### src/rtl/rom_sequencer.sv
// Instruction sequencer for the program ROM: fetches, executes ADDI/ADD/NOP/OUT
// against a local 16x32 register file and presents OUT results on a valid/ready port.
module rom_sequencer #(
  parameter int ADDR_W = 3,
  parameter int DATA_W = 32
) (
  input  logic              clk,
  input  logic              rst_n,
  input  logic              start,
  output logic [ADDR_W-1:0] rom_addr,
  input  logic [DATA_W-1:0] rom_data,
  output logic [DATA_W-1:0] out_data,
  output logic              out_valid,
  input  logic              out_ready,
  output logic              busy,
  output logic              halted
);

  localparam int unsigned NREGS = 16;

  typedef enum logic [2:0] {
    IDLE,
    FETCH,
    EXEC,
    OUT_WAIT,
    DONE
  } state_t;

  typedef enum logic [3:0] {
    OP_NOP  = 4'h0,
    OP_ADDI = 4'h1,
    OP_ADD  = 4'h2,
    OP_OUT  = 4'hF
  } opcode_t;

  state_t            state;
  logic [ADDR_W-1:0] pc;
  logic [DATA_W-1:0] ir;
  logic [DATA_W-1:0] regs [NREGS];

  logic [3:0]        op;
  logic [3:0]        rd;
  logic [3:0]        rs;
  logic [DATA_W-1:0] imm;
  logic              last_pc;

  always_comb begin
    op      = ir[31:28];
    rd      = ir[27:24];
    rs      = ir[23:20];
    imm     = '0;
    imm[23:0] = ir[23:0];
    last_pc = (pc == '1);
  end

  assign rom_addr = pc;

  // busy/halted are registered alongside the state so no output depends
  // combinationally on any input.
  always_ff @(posedge clk or negedge rst_n) begin
    if (!rst_n) begin
      state     <= IDLE;
      pc        <= '0;
      ir        <= '0;
      out_data  <= '0;
      out_valid <= 1'b0;
      busy      <= 1'b0;
      halted    <= 1'b0;
      for (int unsigned i = 0; i < NREGS; i++) regs[i] <= '0;
    end else begin
      case (state)
        IDLE, DONE: begin
          if (start) begin
            for (int unsigned i = 0; i < NREGS; i++) regs[i] <= '0;
            pc     <= '0;
            state  <= FETCH;
            busy   <= 1'b1;
            halted <= 1'b0;
          end
        end

        FETCH: begin
          ir    <= rom_data;
          state <= EXEC;
        end

        EXEC: begin
          if (op == OP_OUT) begin
            out_data  <= regs[rd];
            out_valid <= 1'b1;
            state     <= OUT_WAIT;
          end else begin
            case (op)
              OP_ADDI: regs[rd] <= regs[rd] + imm;
              OP_ADD:  regs[rd] <= regs[rd] + regs[rs];
              default: ;
            endcase
            if (last_pc) begin
              state  <= DONE;
              busy   <= 1'b0;
              halted <= 1'b1;
            end else begin
              pc    <= pc + 1'b1;
              state <= FETCH;
            end
          end
        end

        OUT_WAIT: begin
          if (out_ready) begin
            out_valid <= 1'b0;
            if (last_pc) begin
              state  <= DONE;
              busy   <= 1'b0;
              halted <= 1'b1;
            end else begin
              pc    <= pc + 1'b1;
              state <= FETCH;
            end
          end
        end

        default: state <= IDLE;
      endcase
    end
  end

endmodule

### config.mk
export PLATFORM = sky130hd
export DESIGN_NAME = rom_sequencer
export DESIGN_NICKNAME = d
export VERILOG_FILES = /design/src/rtl/rom_sequencer.sv
export SDC_FILE = /design/constraint.sdc
export NUM_CORES = 1
export LEC_CHECK = 0
export CORE_MARGIN = 2
export CORE_UTILIZATION = 40
export CTS_BUF_LIST = sky130_fd_sc_hd__clkbuf_2 sky130_fd_sc_hd__clkbuf_4 sky130_fd_sc_hd__clkbuf_8
export CTS_CLUSTER_DIAMETER = 150
export DETAILED_ROUTE_END_ITERATION = 8
export GPL_ROUTABILITY_DRIVEN = 1
export PLACE_DENSITY = 0.58
export SLEW_MARGIN = 20
export SYNTH_ARGS = -nofsm -noshare
export SYNTH_HDL_FRONTEND = slang
export SYNTH_SLANG_ARGS = --single-unit
### constraint.sdc
create_clock -name clk -period 17.55 [get_ports clk]
set_clock_uncertainty 0.15 [all_clocks]
set_input_delay 3.51 -clock clk [delete_from_list [all_inputs] [get_ports clk]]
set_output_delay 3.51 -clock clk [all_outputs]
set_load 0.02 [all_outputs]
==> results.toml <==
[timing]
finalHoldViolations = 0
maxSlewViolCount = 0
tns_ns = 0
finalCritPeriodShare_pct = 41.6
finalCriticalPeriod_ns = 7.29
max_freq_ghz = 0.137
fin_ws_ns = 10.26
setup_viol = 0
rsz0062_at_grt = "no"
tightestPinTransition_ns = 1.18
slew_headroom_pct = 21.2
holdWs_ns = 0.322

[worst_setup_path]
crit_end = "regs[159]"
crit_type = "reg -> reg"
rr_endpoint = "regs[159]"
worstSetupStartpoint = "ir[24]"
worstRegToRegCells = 13
crit_chain = "buf_4 > buf_4 > mux4_2 > mux4_2 > ha_1 > a211o_1 > a211oi_1 > or2_1 > o211ai_1 > a31oi_1 > o21ai_1 > xnor2_2 > o221ai_1"
rr_startpoint = "ir[24]"
path_depth = 13
required_ns = 17.94
critPathMaxStageDelay_ns = 0.92
critPathLaunchType = "register"
rrSetupSlack_ns = 10.26
slowest_stage = "xnor2_2"
end_kind = "register"
cp_max_fo = 36
worstPathArrival_ns = 7.68
cp_top_family = "compound AO/OA/AOI/OAI gates"
path_buf_inv = 2

[synthesis]
yosysTopAreaCellShare_pct = 43.5
async_flop_share_pct = 100
syn-cell-area_um2 = 33700
synthTopCellsByCount = "dfrtp_1 (585), nand2_1 (572), mux4_2 (316)"
synth.most_common_cell = "dfrtp_1"
synth_seq_area_share_pct = 43.5
yosysWarnings = 0
synthCells = 2972
ys_ff_latch = 585
synth-main-ff-cell = "dfrtp_1"
synth_area_leaders = "dfrtp_1 (44%), mux4_2 (21%), nand2_1 (6.4%), o21ai_0 (3.9%), a22o_1 (3.1%)"
avgSynthCellArea_um2 = 11.3
synth_top_area_cell = "dfrtp_1"
synthesis.nets = 3067
synth_cell_type_count = 84
synth-edff-count = 0

[clocking]
clockBufferDepth = 3
post_cts_resized = 0
cts_hold_buf = 0
clkTransAtPathRegs_ns = 0.06
cts_max_level = 3
clkLatencyLatePin_ns = 0.76
cts_buffers = 104
cts.sinks = 585
post-cts-setup-buffer-count = 0
cts_root_buf = "clkbuf_8"
tritoncts = "yes"

[power]
p_total_w = 0.00554
leakage_nw = 16.1
vdd.ir_drop.worst_uv = 93.5
pwr_density_cell_nw_per_um2 = 145
power_switching_w = 0.00240
clock_power_share_pct = 26.9
p_sw_share_pct = 43.2
intPower_w = 0.00315
combPwrFrac_pct = 41.3
seq_power_share_pct = 31.8

[route]
drt_pass1_iterations = 6
drt_iter0_drc = 3693
drt_wl_total_um = 124000
drc = 0
viasPerCell = 6.72
wl_per_cell_um = 29.9
via_count = 27900
ant_nets = 0

[flow_run]
drv_cap = 0

[die]
start_util_pct = 40.3
coreArea_um2 = 83400
die_w_um = 294
num_rows = 106
die_h_um = 294
dieArea_um2 = 86500
io_pins = 74

[global_route]
grt_pass1_wl_um = 184000
track_usage_pct = 28.6
grt_pass1_vias = 27700
grt_overflow = 0
grt_start_max_net_pins = 109
antenna_found_initial = 6

[worst_hold_path]
whs_path_depth = 2
hold_class = "reg -> reg"

[outcome]
status = "completed"

[place]
hpwl_um = 79800
io_buffers = 73
place_ws_ns = 10.32
place.gp.congestion = 0.962

[finish]
drive_above_1_share_pct = 23.5
synthToLayoutAreaGrowth_pct = 13.4
final_nets = 3071
==> worst min path at each step <==
stage                    to          from
2_1_floorplan     regs[281]     regs[281]
3_3_place_gp   out_data[10]  out_data[10]
3_5_place_dp   out_data[17]  out_data[17]
4_1_cts        out_data[17]  out_data[17]
5_1_grt         out_data[8]   out_data[8]
6_report       out_data[10]  out_data[10]
==> tightest hold or removal path, delay by kind of cell, from the launching register on <==
kind / cells / cell delay [ns]
simple gates: 2 / 0.10
flops: 1 / 0.34
==> per-layer routing <==
layer,part of all wire [%],track usage [%],wire (um),up-vias
li1,-,-,-,11300
met4,4.6,13.4,5700,10
met2,46,44.5,57000,1802
met1,39,37.5,47800,14300
met5,0.047,0,58,-
met3,11,7.52,13400,390
==> per-stage QoR <==
| stage | cell area [um^2] | instances | utilization, % |
|---|---|---|---|
| 2_1_floorplan | 33700 | 2972 | - |
| 3_3_place_gp | 35600 | 3948 | 42.7 |
| 3_5_place_dp | 35600 | 3948 | 42.7 |
| 4_1_cts | 38100 | 4140 | 45.7 |
| 5_1_grt | 38200 | 4143 | 45.7 |
| 6_report | 38200 | 4145 | 45.7 |
==> sequential cells by signal, summed over array words and instances (netlist names) <==
| signal | count |
|---|---|
| out_data | 32 |
| state | 3 |
| rom_addr | 3 |
| busy | 1 |
| halted | 1 |
| regs | 512 |
| out_valid | 1 |
| ir | 32 |
==> power groups by stage <==
stage          Clock [W]  Sequential (W)  Combinational (W)
6_report         0.00149         0.00176            0.00229
4_1_cts          0.00151         0.00176            0.00222
3_3_place_gp           0         0.00177            0.00219
3_5_place_dp           0         0.00178            0.00222
2_1_floorplan          0         0.00164            0.00147
5_1_grt          0.00157         0.00179            0.00239
==> logic make-up (layout without fill, tap and decap cells) <==
group                    after synthesis  in the layout  share of synthesized area, %
AO/OA/AOI/OAI                        773            773                          15.9
XOR/XNOR                              44             44                          1.32
adder cells (fa/ha/maj)               59             59                          2.24
buffers and inverters                293            383                          3.54
flip-flops                           585            585                          43.5
multiplexers                         380            380                          23.2
other                                  0              3                             0
AND/OR/NAND/NOR                      838            838                          10.3
==> layout make-up <==
| type | count | area, um^2 |
|---|---|---|
| Fill cell | 7465 | 45300 |
| Multi-Input combinational cell | 2094 | 18100 |
| Timing Repair Buffer | 168 | 1470 |
| Clock inverter | 34 | 402 |
| Inverter | 23 | 86.3 |
| Sequential cell | 585 | 14700 |
| Antenna cell | 3 | 7.51 |
| Clock buffer | 158 | 2060 |
| Tap cell | 1080 | 1350 |
==> cells in the final DEF, fill, tap and decap left out, types with 8 or more instances in the layout <==
master | synthesis | layout
a211oi_1 | 10 | 10
a21o_1 | 20 | 20
a21oi_1 | 52 | 47
a22o_1 | 118 | 118
a22oi_1 | 9 | 9
a31oi_1 | 9 | 9
a32oi_1 | 41 | 41
buf_4 | 2 | 90
bufinv_16 | 0 | 8
clkbuf_4 | 0 | 19
clkbuf_8 | 0 | 140
clkdlybuf4s50_1 | 0 | 72
clkinv_2 | 0 | 19
dfrtp_1 | 585 | 577
ha_1 | 57 | 57
inv_1 | 21 | 21
mux2_2 | 33 | 33
mux2i_1 | 30 | 28
mux4_2 | 316 | 316
nand2_1 | 572 | 572
nand2b_1 | 8 | 8
nand3_1 | 43 | 42
nand4_1 | 19 | 19
nor2_1 | 131 | 127
nor3_1 | 9 | 8
o211ai_1 | 12 | 12
o21a_1 | 12 | 12
o21ai_0 | 259 | 256
o21ai_1 | 68 | 53
o21ai_4 | 0 | 17
o221ai_1 | 88 | 88
o221ai_2 | 10 | 10
o311ai_0 | 10 | 10
o311ai_1 | 8 | 8
xnor2_1 | 19 | 17
xor2_1 | 20 | 19
No activity file was read; power rests on OpenSTA's default activity.
